$ cat src/rtl/act_quant_4bit.sv
// act_quant_4bit: streaming requantiser feeding the 4-bit tanh stage.
// Sums N_TERMS signed input terms per neuron, applies an arithmetic right
// shift by SHIFT, saturates to a signed 4-bit code, and queues the code in a
// 2-entry output FIFO behind a valid/ready port.
//
// Build option: define ACT_QUANT_ROUND_EN for round-half-up before the
// shift; when it is undefined the shift truncates toward minus infinity.
//
// Ports:
//   clk, rst_n           clock, asynchronous active-low reset
//   clr                  synchronous flush of the partial sum and sat_seen
//   in_valid/in_ready    input term handshake (in_ready is combinational)
//   in_data  [IN_W]      signed input term
//   out_valid/out_ready  output code handshake
//   out_code [4]         signed code at the FIFO head
//   sat_seen             sticky flag: some emitted code was clamped
module act_quant_4bit #(
  parameter int unsigned IN_W    = 8,
  parameter int unsigned ACC_W   = 16,
  parameter int unsigned N_TERMS = 4,
  parameter int unsigned SHIFT   = 4
) (
  input  logic            clk,
  input  logic            rst_n,
  input  logic            clr,
  input  logic            in_valid,
  output logic            in_ready,
  input  logic [IN_W-1:0] in_data,
  output logic            out_valid,
  input  logic            out_ready,
  output logic [3:0]      out_code,
  output logic            sat_seen
);

  localparam int unsigned CNT_W = $clog2(N_TERMS);
  // One guard bit so the rounding offset can never wrap the sum.
  localparam int unsigned RW    = ACC_W + 1;

  localparam logic [CNT_W-1:0]     LAST  = CNT_W'(N_TERMS - 1);
  localparam logic signed [RW-1:0] V_MAX = RW'(7);
  localparam logic signed [RW-1:0] V_MIN = RW'(-8);

  logic [CNT_W-1:0]        cnt;
  logic signed [ACC_W-1:0] acc;
  logic [1:0]              fifo_cnt;
  logic [3:0]              tail_q;

  logic                    pop_c;
  logic                    is_last_c;
  logic                    accept_c;
  logic                    push_c;
  logic signed [ACC_W-1:0] term_ext_c;
  logic signed [ACC_W-1:0] sum_c;
  logic signed [RW-1:0]    rounded_c;
  logic signed [RW-1:0]    scaled_c;
  logic                    sat_hi_c;
  logic                    sat_lo_c;
  logic [3:0]              code_c;

  logic [1:0]              fifo_cnt_d;
  logic [3:0]              head_d;
  logic [3:0]              tail_d;

  // Handshake and accumulation datapath.
  always_comb begin
    term_ext_c = {{(ACC_W - IN_W){in_data[IN_W-1]}}, in_data};
    pop_c      = out_valid & out_ready;
    is_last_c  = (cnt == LAST);
    // Only the final term of a group needs FIFO space; a same-cycle pop frees it.
    in_ready   = !(is_last_c && (fifo_cnt == 2'd2) && !pop_c);
    accept_c   = in_valid & in_ready & ~clr;
    push_c     = accept_c & is_last_c;
    sum_c      = acc + term_ext_c;
`ifdef ACT_QUANT_ROUND_EN
    rounded_c  = {sum_c[ACC_W-1], sum_c} + RW'(2 ** (SHIFT - 1));
`else
    rounded_c  = {sum_c[ACC_W-1], sum_c};
`endif
    scaled_c   = rounded_c >>> SHIFT;
    sat_hi_c   = (scaled_c > V_MAX);
    sat_lo_c   = (scaled_c < V_MIN);
    if (sat_hi_c) begin
      code_c = 4'b0111;
    end else if (sat_lo_c) begin
      code_c = 4'b1000;
    end else begin
      code_c = scaled_c[3:0];
    end
  end

  // Two-entry FIFO next state; the head register drives out_code directly.
  always_comb begin
    fifo_cnt_d = fifo_cnt;
    head_d     = out_code;
    tail_d     = tail_q;
    case ({push_c, pop_c})
      2'b10: begin
        if (fifo_cnt == 2'd0) begin
          head_d = code_c;
        end else begin
          tail_d = code_c;
        end
        fifo_cnt_d = fifo_cnt + 2'd1;
      end
      2'b01: begin
        head_d     = tail_q;
        fifo_cnt_d = fifo_cnt - 2'd1;
      end
      2'b11: begin
        if (fifo_cnt == 2'd1) begin
          head_d = code_c;
        end else begin
          head_d = tail_q;
          tail_d = code_c;
        end
      end
      default: begin
        fifo_cnt_d = fifo_cnt;
      end
    endcase
  end

  // Term counter, accumulator and sticky saturation flag.
  always_ff @(posedge clk or negedge rst_n) begin
    if (!rst_n) begin
      cnt      <= '0;
      acc      <= '0;
      sat_seen <= 1'b0;
    end else if (clr) begin
      cnt      <= '0;
      acc      <= '0;
      sat_seen <= 1'b0;
    end else if (accept_c) begin
      if (is_last_c) begin
        cnt      <= '0;
        sat_seen <= sat_seen | sat_hi_c | sat_lo_c;
      end else begin
        cnt <= cnt + CNT_W'(1);
      end
      acc <= (cnt == '0) ? term_ext_c : sum_c;
    end
  end

  // FIFO storage; clr deliberately leaves queued codes untouched.
  always_ff @(posedge clk or negedge rst_n) begin
    if (!rst_n) begin
      fifo_cnt  <= 2'd0;
      out_valid <= 1'b0;
      out_code  <= 4'b0000;
      tail_q    <= 4'b0000;
    end else begin
      fifo_cnt  <= fifo_cnt_d;
      out_valid <= (fifo_cnt_d != 2'd0);
      out_code  <= head_d;
      tail_q    <= tail_d;
    end
  end

endmodule
$ cat config.mk
export PLATFORM = sky130hd
export DESIGN_NAME = act_quant_4bit
export DESIGN_NICKNAME = d
export VERILOG_FILES = /design/src/rtl/act_quant_4bit.sv
export SDC_FILE = /design/constraint.sdc
export NUM_CORES = 1
export LEC_CHECK = 0
export BUFFER_PORTS_ARGS = -buffer_cell sky130_fd_sc_hd__buf_4
export CAP_MARGIN = 20
export CORE_MARGIN = 4
export CORE_UTILIZATION = 60
export DETAILED_ROUTE_END_ITERATION = 6
export GPL_TIMING_DRIVEN = 0
export PLACE_DENSITY_LB_ADDON = 0.12
export REMOVE_ABC_BUFFERS = 1
export SLEW_MARGIN = 20
export SYNTH_ARGS = -nofsm -noshare
export SYNTH_HDL_FRONTEND = slang
export SYNTH_SLANG_ARGS = --single-unit
export TNS_END_PERCENT = 1
$ cat constraint.sdc
create_clock -name clk -period 4.45 [get_ports clk]
set_clock_uncertainty 0.05 [all_clocks]
set_input_delay 0.6675 -clock clk [delete_from_list [all_inputs] [get_ports clk]]
set_output_delay 0.6675 -clock clk [all_outputs]
set_load 0.05 [all_outputs]
==> results by group <==
Outcome
  – Status: completed

Synth
  – Predominant post-synthesis flop cell: sky130_fd_sc_hd__dfrtp_1
  – Number of flops mapped to enable cells by yosys: 0
  – Synth area leader: sky130_fd_sc_hd__dfrtp_1
  – Share of flip-flops with an asynchronous set or reset after synthesis: 1.00
  – Per-instance average area after synthesis: 8.75 um2
  – Yosys warnings: 0
  – Cell Area, Synth: roughly 2300 um2
  – Sequential cell area fraction in the yosys report: 0.328
  – Share of Yosys cell area claimed by the top area cell type: 0.328
  – Post-synthesis instance total: 262
  – Number of flip-flops and latches in the synthesized netlist: 30
  – Number of library cell types mapped by synthesis: 50
  – Most area-consuming cells after synthesis: sky130_fd_sc_hd__dfrtp_1, sky130_fd_sc_hd__ha_1, sky130_fd_sc_hd__nor2_1, sky130_fd_sc_hd__nand2_1, sky130_fd_sc_hd__a21oi_1

STA
  – Endpoints failing hold: 0
  – Relative slew slack: 0.410
  – Count of endpoints failing setup in the final report: 0
  – Final Max Tran Viols: 0
  – Minimum period implied by the final worst setup slack: around 3.7 ns
  – Setup repair after global routing missed its margin: false
  – Slew at the pin with the worst max-slew slack: a little under 0.9 ns
  – Fin crit share: 0.831
  – WHS: 0.256 ns
  – Max Clock Freq: ~0.27 GHz
  – Final TNS setup: 0 ns

Critical path
  – Crit start category: input port
  – Cell family with the largest share of critical-path delay: compound AO/OA/AOI/OAI gates
  – Required time at the worst-slack endpoint: 4.59 ns
  – Worst-path cell chain: buf_4 > ha_1 > fa_1 > a211oi_1 > o21ai_2 > a311o_2 > xnor2_1 > or4_4 > o41ai_4 > nand2b_1 > a41oi_1
  – Worst setup EP type: flip-flop
  – Critical path start-end classification: in2reg
  – Worst-path maximum fanout: 4
  – Slowest cell delay on critical path: 0.56 ns
  – Worst path buffer plus inverter count: 1
  – Cell with the largest stage delay on the worst path: sky130_fd_sc_hd__or4_4
  – Data arrival at the endpoint of the critical path: roughly 3.8 ns

Clocking
  – Longest Clk Path Bufs: 2
  – Sink count of the clock tree: 30
  – Clock H-tree levels: 2
  – Cts hold-fix bufs: 0
  – Clock transition at path regs: ~0.070 ns
  – TritonCTS clock tree: yes
  – Clock insertion delay at the later pin of the skew report: 0.28 ns
  – Post-CTS repair timing setup buffer count: 0
  – Root cell of the clock tree: sky130_fd_sc_hd__clkbuf_8
  – Quantity of gates resized following cts: 0
  – CTS Buf Count: 5

Drt
  – Initial DRC count: 134
  – Average routed wire per standard cell: 15.0 um
  – DRC Markers: 0
  – Average vias per placed instance: 5.99
  – DRT antenna net count: 0
  – Pre-Repair DR Iteration Count: 4
  – Total Wirelength: 4900 um
  – Vias after detailed routing: roughly 2000

Global routing
  – Number of antenna violations at the first check in global routing: 0
  – Largest net degree at the start of global routing: 31
  – Via count of the first global-routing pass: 1935
  – Aggregate global routing overflow: 0
  – Wire length of the first global-routing pass: 8570 um
  – GR Util All Layers: 0.214

Place
  – Detailed Place HPWL: between 3000 and 4000 um
  – Number of I/O port buffers: 19
  – Final Wtd Congestion: 0.844

Cells and area
  – Register area: ~750 um2
  – Net count of the finished layout: between 300 and 400
  – Final-layout fill cell count: roughly 330
  – Area used by multi-input combinational logic: 1470 um2
  – Layout cell share with drive strength beyond 1: 0.150
  – Commonest cells after routing, fill and taps aside: sky130_fd_sc_hd__nor2_1, sky130_fd_sc_hd__dfrtp_1, sky130_fd_sc_hd__nand2_1
  – Growth of design area from synthesis to finish: 11.4%
  – Most frequent standard cell in the layout excluding fill and tap cells: sky130_fd_sc_hd__nor2_1
  – Number of antenna cells inserted: 0

Floorplanning
  – Die Span X: between 60 and 70 um
  – Cell Rows: 22
  – Die Footprint: approximately 4900 um2
  – Core Region: around 3700 um2
  – Initial core utilization: 0.621
  – Vertical die dimension: approximately 70 um
  – Io pins: 20

Power
  – Worst-case vdd ir drop: about 0.00023 V
  – Power, Total: about 0.00087 W
  – Static leakage: 1.26 nW
  – Total power per unit cell area: 342 nW/um2

Hold path
  – Worst min path class: in2async

Flow run
  – # Max-Cap Violations: 0
-- sequential cells by signal, summed over array words and instances (netlist names) --
signal / count
fifo_cnt: 2
acc: 16
sat_seen: 1
cnt: 2
out_code: 4
out_valid: 1
tail_q: 4
-- per-stage QoR --
stage / area [um2] / setup slack, ns / utilization / std cells
floorplan: 2250 / 0.896 / - / 253
global placement: 2460 / 0.488 / 0.666 / 320
detailed placement: 2460 / 0.456 / 0.666 / 320
CTS: 2550 / 0.750 / 0.692 / 328
global route: 2550 / 0.607 / 0.692 / 328
finish: 2550 / 0.750 / 0.692 / 328
-- kinds of logic after synthesis --
| kind of cell | after synthesis | synth area share |
|---|---|---|
| simple gates | 88 | 0.174 |
| compound gates | 81 | 0.245 |
| flops | 30 | 0.328 |
| fa+ha+maj | 24 | 0.134 |
| buf+inv | 17 | 0.0295 |
| xor+xnor | 14 | 0.0535 |
| mux | 8 | 0.0360 |
-- layer usage --
metal  global-route usage  part of all wire
met4               0.0574             0.013
met1                0.283              0.47
met2                0.347              0.48
met3               0.0536             0.041
met5                    0                 0
-- area by class of cell --
cell class | instances | area share
Clock buffer | 6 | 0.0324
Clock inverter | 2 | 0.00490
Inverter | 8 | 0.0118
Multi-Input combinational cell | 215 | 0.577
Sequential cell | 30 | 0.294
Tap cell | 48 | 0.0235
Timing Repair Buffer | 19 | 0.0559
-- synthesized netlist by cell type, types with 2 or more instances --
library cell,number
sky130_fd_sc_hd__xor2_1,9
sky130_fd_sc_hd__o22ai_1,8
sky130_fd_sc_hd__a21oi_1,17
sky130_fd_sc_hd__nand2b_1,5
sky130_fd_sc_hd__xnor2_1,5
sky130_fd_sc_hd__clkbuf_1,8
sky130_fd_sc_hd__mux2i_1,6
sky130_fd_sc_hd__nand2_1,26
sky130_fd_sc_hd__dfrtp_1,30
sky130_fd_sc_hd__a31oi_1,3
sky130_fd_sc_hd__mux2_2,2
sky130_fd_sc_hd__a211oi_1,6
sky130_fd_sc_hd__and3_1,2
sky130_fd_sc_hd__o21ai_0,16
sky130_fd_sc_hd__o211ai_1,2
sky130_fd_sc_hd__nor2_1,36
sky130_fd_sc_hd__or2_2,2
sky130_fd_sc_hd__nor3_1,4
sky130_fd_sc_hd__a21o_1,7
sky130_fd_sc_hd__nand3_1,6
sky130_fd_sc_hd__inv_1,8
sky130_fd_sc_hd__ha_1,23
sky130_fd_sc_hd__a211o_1,2
sky130_fd_sc_hd__a41oi_1,3
-- power breakdown --
group | total [W] | switching [W] | internal, W
sequential | 0.000322 | 0.0000182 | 0.000304
combinational | 0.000318 | 0.000194 | 0.000124
clock | 0.000232 | 0.000108 | 0.000124
total | 0.000872 | 0.000320 | 0.000552
-- final timing paths --
check	from	endpoint	slack, ns	cells after the start
setup / recovery	in_data[0]	out_code[1]	0.75	11
hold / removal	rst_n	acc[10]	0.26	1
setup reg to reg	acc[0]	out_code[1]	0.88	10
hold reg to reg	tail_q[1]	tail_q[1]	0.48	2
max in group asynchronous	rst_n	acc[0]	3.80	1
min in group clk	tail_q[1]	tail_q[1]	0.48	2
Note: power is estimated with default switching activity, not from simulation.
